<file path="config.mk">
export PLATFORM = sky130hd
export DESIGN_NAME = ex_stage_exmem
export DESIGN_NICKNAME = d
export VERILOG_FILES = /design/src/rtl/ex_stage_exmem.sv
export SDC_FILE = /design/constraint.sdc
export NUM_CORES = 1
export LEC_CHECK = 0
export BUFFER_PORTS_ARGS = -buffer_cell sky130_fd_sc_hd__buf_2
export CAP_MARGIN = 5
export CORE_ASPECT_RATIO = 1.1
export CORE_MARGIN = 5
export CORE_UTILIZATION = 54
export DETAILED_ROUTE_END_ITERATION = 12
export HOLD_SLACK_MARGIN = 0.15
export PLACE_DENSITY = 0.83
export SLEW_MARGIN = 20
export SYNTH_ARGS = -nofsm -noshare
export SYNTH_HDL_FRONTEND = slang
export SYNTH_SLANG_ARGS = --single-unit
</file>
<file path="constraint.sdc">
create_clock -name clk -period 7.1 [get_ports clk]
set_input_delay 1.42 -clock clk [delete_from_list [all_inputs] [get_ports clk]]
set_output_delay 1.42 -clock clk [all_outputs]
set_load 0.03 [all_outputs]
</file>
<file path="src/rtl/ex_stage_exmem.sv">
// Execute stage of the 5-stage MIPS-subset pipeline, including the EX/MEM register.
// Resolves RAW hazards by forwarding and stalls the front end during the iterative multiply.
module ex_stage_exmem #(
  parameter int W       = 32,
  parameter int MUL_CYC = 32
) (
  input  logic         clk,
  input  logic         rst,
  input  logic [W-1:0] rg1,
  input  logic [W-1:0] rg2,
  input  logic [W-1:0] immVal,
  input  logic [4:0]   destReg,
  input  logic [4:0]   rdRg1,
  input  logic [4:0]   rdRg2,
  input  logic [1:0]   AluOp,
  input  logic         AluSrc,
  input  logic         RegDst,
  input  logic         MemWr,
  input  logic         MemRd,
  input  logic         DataSrc,
  input  logic         WrReg,
  input  logic         wb_wr,
  input  logic [4:0]   wb_dst,
  input  logic [W-1:0] wb_data,
  output logic [W-1:0] alu_res,
  output logic [W-1:0] st_data,
  output logic [4:0]   dst,
  output logic         zero,
  output logic         mem_wr,
  output logic         mem_rd,
  output logic         data_src,
  output logic         wr_reg,
  output logic         stall_o
);

  typedef enum logic [1:0] {IDLE, MUL, DONE} state_t;

  localparam logic [5:0] F_ADD  = 6'b100000;
  localparam logic [5:0] F_SUB  = 6'b100010;
  localparam logic [5:0] F_AND  = 6'b100100;
  localparam logic [5:0] F_OR   = 6'b100101;
  localparam logic [5:0] F_SLT  = 6'b101010;
  localparam logic [5:0] F_MULT = 6'b011000;

  localparam int CNT_W = $clog2(MUL_CYC + 1);
  localparam logic [CNT_W-1:0] LAST_STEP = CNT_W'(MUL_CYC - 1);

  state_t state, state_nxt;

  logic [5:0]       funct;
  logic             is_mult;
  logic [W-1:0]     op_a, fwd_b, op_b, alu_out;
  logic [4:0]       dst_sel;

  logic [W-1:0]     mcand, mplier, acc, m_st;
  logic [CNT_W-1:0] cnt;
  logic [4:0]       m_dst;
  logic             m_memwr, m_memrd, m_datasrc, m_wrreg;

  assign funct   = immVal[5:0];
  assign is_mult = (AluOp == 2'b10) && (funct == F_MULT);
  assign dst_sel = RegDst ? destReg : rdRg2;

  // EX/MEM wins over MEM/WB because it holds the younger result; r0 never forwards.
  always_comb begin
    op_a  = rg1;
    fwd_b = rg2;
    if (wr_reg && dst != 5'd0 && dst == rdRg1)
      op_a = alu_res;
    else if (wb_wr && wb_dst != 5'd0 && wb_dst == rdRg1)
      op_a = wb_data;
    if (wr_reg && dst != 5'd0 && dst == rdRg2)
      fwd_b = alu_res;
    else if (wb_wr && wb_dst != 5'd0 && wb_dst == rdRg2)
      fwd_b = wb_data;
  end

  assign op_b = AluSrc ? immVal : fwd_b;

  always_comb begin
    alu_out = '0;
    case (AluOp)
      2'b00: alu_out = op_a + op_b;
      2'b01: alu_out = op_a - op_b;
      2'b11: alu_out = op_a | op_b;
      default: begin
        case (funct)
          F_ADD:   alu_out = op_a + op_b;
          F_SUB:   alu_out = op_a - op_b;
          F_AND:   alu_out = op_a & op_b;
          F_OR:    alu_out = op_a | op_b;
          F_SLT:   alu_out = {{(W-1){1'b0}}, ($signed(op_a) < $signed(op_b))};
          default: alu_out = '0;
        endcase
      end
    endcase
  end

  always_comb begin
    state_nxt = state;
    stall_o   = 1'b0;
    case (state)
      IDLE: begin
        if (is_mult) begin
          state_nxt = MUL;
          stall_o   = 1'b1;
        end
      end
      MUL: begin
        stall_o = 1'b1;
        if (cnt == LAST_STEP)
          state_nxt = DONE;
      end
      DONE:    state_nxt = IDLE;
      default: state_nxt = IDLE;
    endcase
    if (rst)
      stall_o = 1'b0;
  end

  // Operands and the mult's destination/controls are latched at capture so MEM/WB draining cannot disturb them.
  always_ff @(posedge clk or posedge rst) begin
    if (rst) begin
      state     <= IDLE;
      cnt       <= '0;
      mcand     <= '0;
      mplier    <= '0;
      acc       <= '0;
      m_st      <= '0;
      m_dst     <= 5'd0;
      m_memwr   <= 1'b0;
      m_memrd   <= 1'b0;
      m_datasrc <= 1'b0;
      m_wrreg   <= 1'b0;
    end else begin
      state <= state_nxt;
      case (state)
        IDLE: begin
          if (is_mult) begin
            mcand     <= op_a;
            mplier    <= op_b;
            acc       <= '0;
            cnt       <= '0;
            m_st      <= fwd_b;
            m_dst     <= dst_sel;
            m_memwr   <= MemWr;
            m_memrd   <= MemRd;
            m_datasrc <= DataSrc;
            m_wrreg   <= WrReg;
          end
        end
        MUL: begin
          acc    <= acc + (mplier[0] ? mcand : '0);
          mcand  <= mcand << 1;
          mplier <= mplier >> 1;
          cnt    <= cnt + CNT_W'(1);
        end
        default: ;
      endcase
    end
  end

  always_ff @(posedge clk or posedge rst) begin
    if (rst) begin
      alu_res  <= '0;
      st_data  <= '0;
      dst      <= 5'd0;
      zero     <= 1'b0;
      mem_wr   <= 1'b0;
      mem_rd   <= 1'b0;
      data_src <= 1'b0;
      wr_reg   <= 1'b0;
    end else if (state == DONE) begin
      alu_res  <= acc;
      st_data  <= m_st;
      dst      <= m_dst;
      zero     <= (acc == '0);
      mem_wr   <= m_memwr;
      mem_rd   <= m_memrd;
      data_src <= m_datasrc;
      wr_reg   <= m_wrreg;
    end else if (stall_o) begin
      alu_res  <= '0;
      st_data  <= '0;
      dst      <= 5'd0;
      zero     <= 1'b0;
      mem_wr   <= 1'b0;
      mem_rd   <= 1'b0;
      data_src <= 1'b0;
      wr_reg   <= 1'b0;
    end else begin
      alu_res  <= alu_out;
      st_data  <= fwd_b;
      dst      <= dst_sel;
      zero     <= (alu_out == '0);
      mem_wr   <= MemWr;
      mem_rd   <= MemRd;
      data_src <= DataSrc;
      wr_reg   <= WrReg;
    end
  end

endmodule

</file>
==> key figures, run 1 <==
Logic synthesis
  – Synth async-reset ratio: 100%
  – Yosys reg bits: 219
  – Cell area after synthesis: 18200 sq um
  – Synth area leaders: dfrtp_1, ha_1, nand2_1, mux2i_1, a21oi_1
  – Most used DFF post-synth: dfrtp_1
  – Register area share after synthesis: 30.2%
  – Post-Syn Instances: 2271
  – Yosys cell types: 88
  – Most common cell in the synthesized netlist: nand2_1
  – Synth area leader: dfrtp_1
  – Synthesized net count: 2575
  – Share of the synthesized area in the top cell type: 30.2%
  – Syn_area_per_cell: 8.00 sq um
  – Synth warn: 0
  – Top cells by count, synth: nand2_1, a21oi_1, dfrtp_1
  – Post-synth EDFFs: 0

Min path
  – Hold depth: 2
  – Hold crit path type: register to register
  – Hold Crit Endpoint: m_st[11]
  – Hold Startpoint: m_st[11]

GRT
  – Total Routing Usage GR: 39.5%
  – Largest net degree at the start of global routing: 113
  – Initial antenna violation count: 2
  – First-pass GRT wire length: 116 mm
  – Vias in the first global route: 20025
  – GRT Residual Overflow: 0

STA
  – Fmax: 144 MHz
  – Fin worst setup slack: 0.135 ns
  – Min Tclk post-route: 6.96 ns
  – Slew Limit Headroom: 23.9%
  – Slew Viols, Final: 0
  – TNS Setup: 0 ns
  – Setup Viol. Count Final: 0
  – Tcrit/Tclk final: 98.1%
  – Worst slew pin tran: 1.14 ns
  – Fin. Hold Viols: 0
  – Worst hold slack: 0.481 ns
  – Setup Skew: 0.0214 ns

Power
  – Sw Ratio: 42.7%
  – Int Pwr: 3.53 mW
  – Clock network fraction of total power: 23.0%
  – Pwr Density: 269 nW/um^2
  – Total power: 6.17 mW
  – Leak: 11.2 nW
  – Register share of total power: 29.8%
  – VDD IR-drop max: 0.238 mV
  – Net switching power: 2.64 mW
  – Share of total power in combinational logic: 47.1%

Die
  – Io pins: 234
  – Core area: 33300 sq um
  – Initial Utilization: 54.6%
  – Die area: 37400 sq um
  – Die W: 185 um
  – Die H: 202 um
  – Rows: 70

CTS
  – CTS tree: yes
  – Hold Buf Count CTS: 0
  – Total CTS buffers: 25
  – Clock Path Buffers: 3
  – Worst-path clk slew: 0.06 ns
  – Number of clock sinks: 219
  – H-tree levels: 1
  – Clock root buffer: clkbuf_16
  – Clock latency on the worst-skew pair: 0.55 ns

Place
  – HPWL Detailed: 58.0 mm
  – Placed Area: 21900 sq um
  – Number of port buffers: 233
  – Placed instance count: 3125
  – RD Place Congestion: 1.11
  – DP Worst Slack: -0.655 ns

Routing
  – DRC Markers: 0
  – Iter 0 DRT Violations: 2193
  – Post-DR wirelength/cell: 24.0 um
  – Via/cell ratio: 6.39
  – ANT nets after route: 0
  – DRT Pass-1 Iters: 6
  – Via count: 20280
  – Final wirelength: 76.1 mm

Worst setup path
  – Reg2reg end: zero
  – CP Max Fanout: 15
  – Reg-to-reg startpoint: dst[2]
  – R2R cell count: 23
  – Type of destination of the critical path: register
  – Critical path data required time: 7.55 ns
  – R2r setup slk: 0.74 ns
  – Crit path kind: input pin to register
  – CP arrival: 7.41 ns
  – Startpoint class of the critical path: input pin

Flow run
  – Max-cap violations: 0

Finish
  – Finished Core Util: 68.9%
  – Fin cells: 3176
  – Layout cells sized above 1: 23.9%
  – Final instance area: 22900 sq um
  – Final #Nets: 3030
  – Area grow syn2layout: 26.2%

Run status
  – Status: complete, no violations
[logic make-up (layout without fill, tap and decap cells)]
logic type	after synthesis	after routing	synth area share, %
multiplexers	115	115	6.34
AO/OA/AOI/OAI	718	718	25.4
buffers and inverters	244	716	5.15
adder cells (fa/ha/maj)	145	145	10.1
flip-flops	219	219	30.2
XOR/XNOR	76	76	3.66
AND/OR/NAND/NOR	754	754	19.2
other	0	1	0
[critical path, stage by stage]
cell and delay [ns]:
buf_2 0.12, or4_1 0.58, o21ai_4 0.24, nor4_4 0.07, buf_4 0.19, buf_4 0.18, buf_4 0.24, mux2i_1 0.15
o21ai_0 0.49, mux2i_1 0.24, ha_1 0.46, inv_1 0.08, a21oi_1 0.19, o22ai_1 0.10, nor4_1 0.30, buf_4 0.18
and3_1 0.16, o2bb2ai_1 0.16, buf_4 0.18, nor4bb_1 0.33, buf_4 0.19, and4bb_1 0.22, nand4b_1 0.09, or4_1 0.54
o41ai_2 0.31
[final cells by class]
cell class | count | area, sq um
repair buffers | 567 | 3720
clock buffers | 29 | 671
inverters | 105 | 398
flip-flops and latches | 219 | 5480
diodes | 1 | 2.50
multi-input cells | 1808 | 11900
clock inverters | 15 | 213
fillers | 2737 | 10400
well taps | 432 | 541
[per-layer routing]
metal	vias to the layer above	track usage, %	routed length, um
met5	-	0	25
met4	4	16.4	3620
met3	247	9.29	8070
met2	1201	62.6	34700
met1	9750	52.0	29700
li1	9078	-	-
[worst max path at each step]
stage | from | end | slack [ns]
floorplan | wb_dst[4] | zero | 0.02
global placement | wb_dst[1] | zero | -0.63
detailed placement | wb_dst[3] | zero | -0.65
CTS | wb_dst[1] | zero | 0.08
global route | wb_dst[1] | zero | -0.006
finish | wb_dst[1] | zero | 0.14
[power by group through the flow]
stage | Combinational [mW] | Sequential [mW] | Clock [mW]
after detailed placement | 2.81 | 1.85 | 0
after global routing | 3.13 | 1.87 | 1.48
final | 2.91 | 1.84 | 1.42
after global placement | 2.75 | 1.83 | 0
after CTS | 2.84 | 1.83 | 1.43
after floorplan | 1.58 | 1.94 | 0
[placed cells by master (no fill, tap or decap), types with 45 or more instances in the layout]
cell type and count:
nand2_1 339, buf_4 330, inv_1 98, buf_2 233, o21ai_0 142, a21oi_1 218, a22o_1 56, xnor2_1 50
ha_1 142, nand3_1 46, mux2i_1 113, dfrtp_1 219, a21o_1 45, nor2_1 139
[what timing repair did]
item                                    CTS  global route
buffers inserted                          0             5
pin swaps                                 0             2
endpoints found under the setup margin    1             1
gates resized for setup                   3            10
No activity file was read; power rests on OpenSTA's default activity.
==> run 2, diff against run 1 <==
Settings changed: ABC_AREA set to 1, CORE_UTILIZATION 54 to 56, PLACE_DENSITY 0.83 to 0.82.
Clock period 7.1 ns to 7.2 ns, I/O delays scaled along.
==> key figures, run 2 <==
Run status
  – Status: complete, no violations

Logic synthesis
  – Top cells by count, synth: nand2_1, inv_1, nand3_1
  – Synth async-reset ratio: 100%
  – Cell area after synthesis: 20300 sq um
  – Share of the synthesized area in the top cell type: 27.0%
  – Most used DFF post-synth: dfrtp_1
  – Yosys cell types: 54
  – Synth area leaders: dfrtp_1, nand2_1, ha_1, inv_1, nand3_1
  – Yosys reg bits: 219
  – Most common cell in the synthesized netlist: nand2_1
  – Synth warn: 0
  – Register area share after synthesis: 27.0%
  – Synth area leader: dfrtp_1
  – Post-Syn Instances: 3155
  – Post-synth EDFFs: 0
  – Syn_area_per_cell: 6.44 sq um
  – Synthesized net count: 3459

Place
  – DP Worst Slack: 0.516 ns
  – RD Place Congestion: 1.09
  – Placed Area: 21800 sq um
  – HPWL Detailed: 66.6 mm
  – Placed instance count: 3786
  – Number of port buffers: 233

Finish
  – Multi-input gate area: 12300 sq um
  – Final #Nets: 3627
  – Layout cells sized above 1: 14.5%
  – Area grow syn2layout: 10.8%
  – Final instance area: 22500 sq um
  – Antenna cells: 0
  – Most common cell after layout, fill and taps aside: nand2_1
  – Filler cell count in the final layout: 3471
  – Reg area: 5480 sq um
  – Finished Core Util: 62.6%
  – Highest-count cells in the layout ignoring fill and taps: nand2_1, inv_1, nand3_1, buf_2, dfrtp_1
  – Fin cells: 3825

Worst setup path
  – Critical path data required time: 7.67 ns
  – Crit path kind: input pin to register
  – CP Buf/Inv Count: 8
  – Worst path max stage delay: 0.70 ns
  – Type of destination of the critical path: register
  – Largest delay contributor family on the critical path: simple AND/OR/NAND/NOR gates
  – Slowest cell on the critical path: o21ai_0
  – Startpoint class of the critical path: input pin
  – CP Max Fanout: 39
  – Most frequent CP cell: nand2_1
  – CP arrival: 6.87 ns

STA
  – Tcrit/Tclk final: 88.8%
  – Worst hold slack: 0.490 ns
  – TNS Setup: 0 ns
  – Fin. Hold Viols: 0
  – Setup Viol. Count Final: 0
  – Slew Limit Headroom: 26.4%
  – Fmax: 156 MHz
  – Unrepaired setup endpoints after global routing: no
  – Fin worst setup slack: 0.806 ns
  – Slew Viols, Final: 0
  – Worst slew pin tran: 1.10 ns
  – Min Tclk post-route: 6.39 ns
  – Setup Skew: 0.0279 ns

Routing
  – DRC Markers: 0
  – Via count: 23217
  – DRT Pass-1 Iters: 7
  – Post-DR wirelength/cell: 22.5 um
  – Final wirelength: 86.2 mm
  – ANT nets after route: 0
  – Iter 0 DRT Violations: 3127
  – Via/cell ratio: 6.07

Die
  – Core area: 36000 sq um
  – Die area: 40200 sq um
  – Rows: 73
  – Die H: 210 um
  – Die W: 192 um
  – Io pins: 234
  – Initial Utilization: 56.5%

CTS
  – H-tree levels: 1
  – CTS tree: yes
  – Number of clock sinks: 219
  – Clock Path Buffers: 3
  – Total CTS buffers: 21
  – Cts repair resizes: 0
  – Hold Buf Count CTS: 0
  – Clock root buffer: clkbuf_16
  – Setup Buffers After CTS: 0
  – Clock latency on the worst-skew pair: 0.54 ns
  – Worst-path clk slew: 0.07 ns

Power
  – Total power: 4.07 mW
  – VDD IR-drop max: 0.223 mV
  – Pwr Density: 180 nW/um^2
  – Leak: 12.1 nW

GRT
  – Initial antenna violation count: 2
  – First-pass GRT wire length: 129 mm
  – Largest net degree at the start of global routing: 167
  – GRT Residual Overflow: 0
  – Total Routing Usage GR: 41.7%
  – Vias in the first global route: 22182

Flow run
  – Max-cap violations: 0

Min path
  – Hold crit path type: register to register
-- run 2: layout make-up --
| cell class | instances | share of cell area [%] |
|---|---|---|
| Clock buffer | 28 | 2.67 |
| Multi-Input combinational cell | 2319 | 54.8 |
| Sequential cell | 219 | 24.3 |
| Inverter | 479 | 8.00 |
| Tap cell | 487 | 2.70 |
| Clock inverter | 10 | 0.389 |
| Timing Repair Buffer | 283 | 7.15 |
-- run 2: cells by family after synthesis --
| kind of cell | share of synthesized area (%) |
|---|---|
| AND/OR/NAND/NOR | 34.7 |
| buffers and inverters | 12.5 |
| AO/OA/AOI/OAI | 15.3 |
| flip-flops | 27.0 |
| adder cells (fa/ha/maj) | 9.04 |
| XOR/XNOR | 1.29 |
| multiplexers | 0.246 |
-- run 2: per-layer routing --
metal	GRT usage [%]	vias to the layer above	part of all wire, %
li1	-	10533	-
met1	54.4	10766	37
met2	64.3	1535	43
met3	7.30	381	11
met4	25.7	2	8.4
met5	0	-	0.015
-- run 2: final timing paths --
check	startpoint	depth (start not counted)	slack, ns	to
min	m_st[28]	2	0.49	m_st[28]
min reg2reg	m_st[28]	2	0.49	m_st[28]
min in group asynchronous	rst	3	1.15	m_st[26]
max	rdRg1[1]	28	0.81	zero
max in group asynchronous	rst	4	4.57	state[1]
max reg2reg	dst[1]	27	1.34	zero
-- run 2: worst register-to-register path: cells and delay by family, from the launching register on --
kind	cells	cell delay [ns]
compound gates	4	1.33
fa+ha+maj	2	0.89
buf+inv	2	0.44
flops	1	0.43
simple gates	19	2.72
-- run 2: where the power goes --
group / total [mW] / switching [mW] / internal [mW]
logic: 1.55 / 1.12 / 0.429
registers: 1.38 / 0.0774 / 1.30
clock network: 1.14 / 0.509 / 0.628
total: 4.07 / 1.71 / 2.36
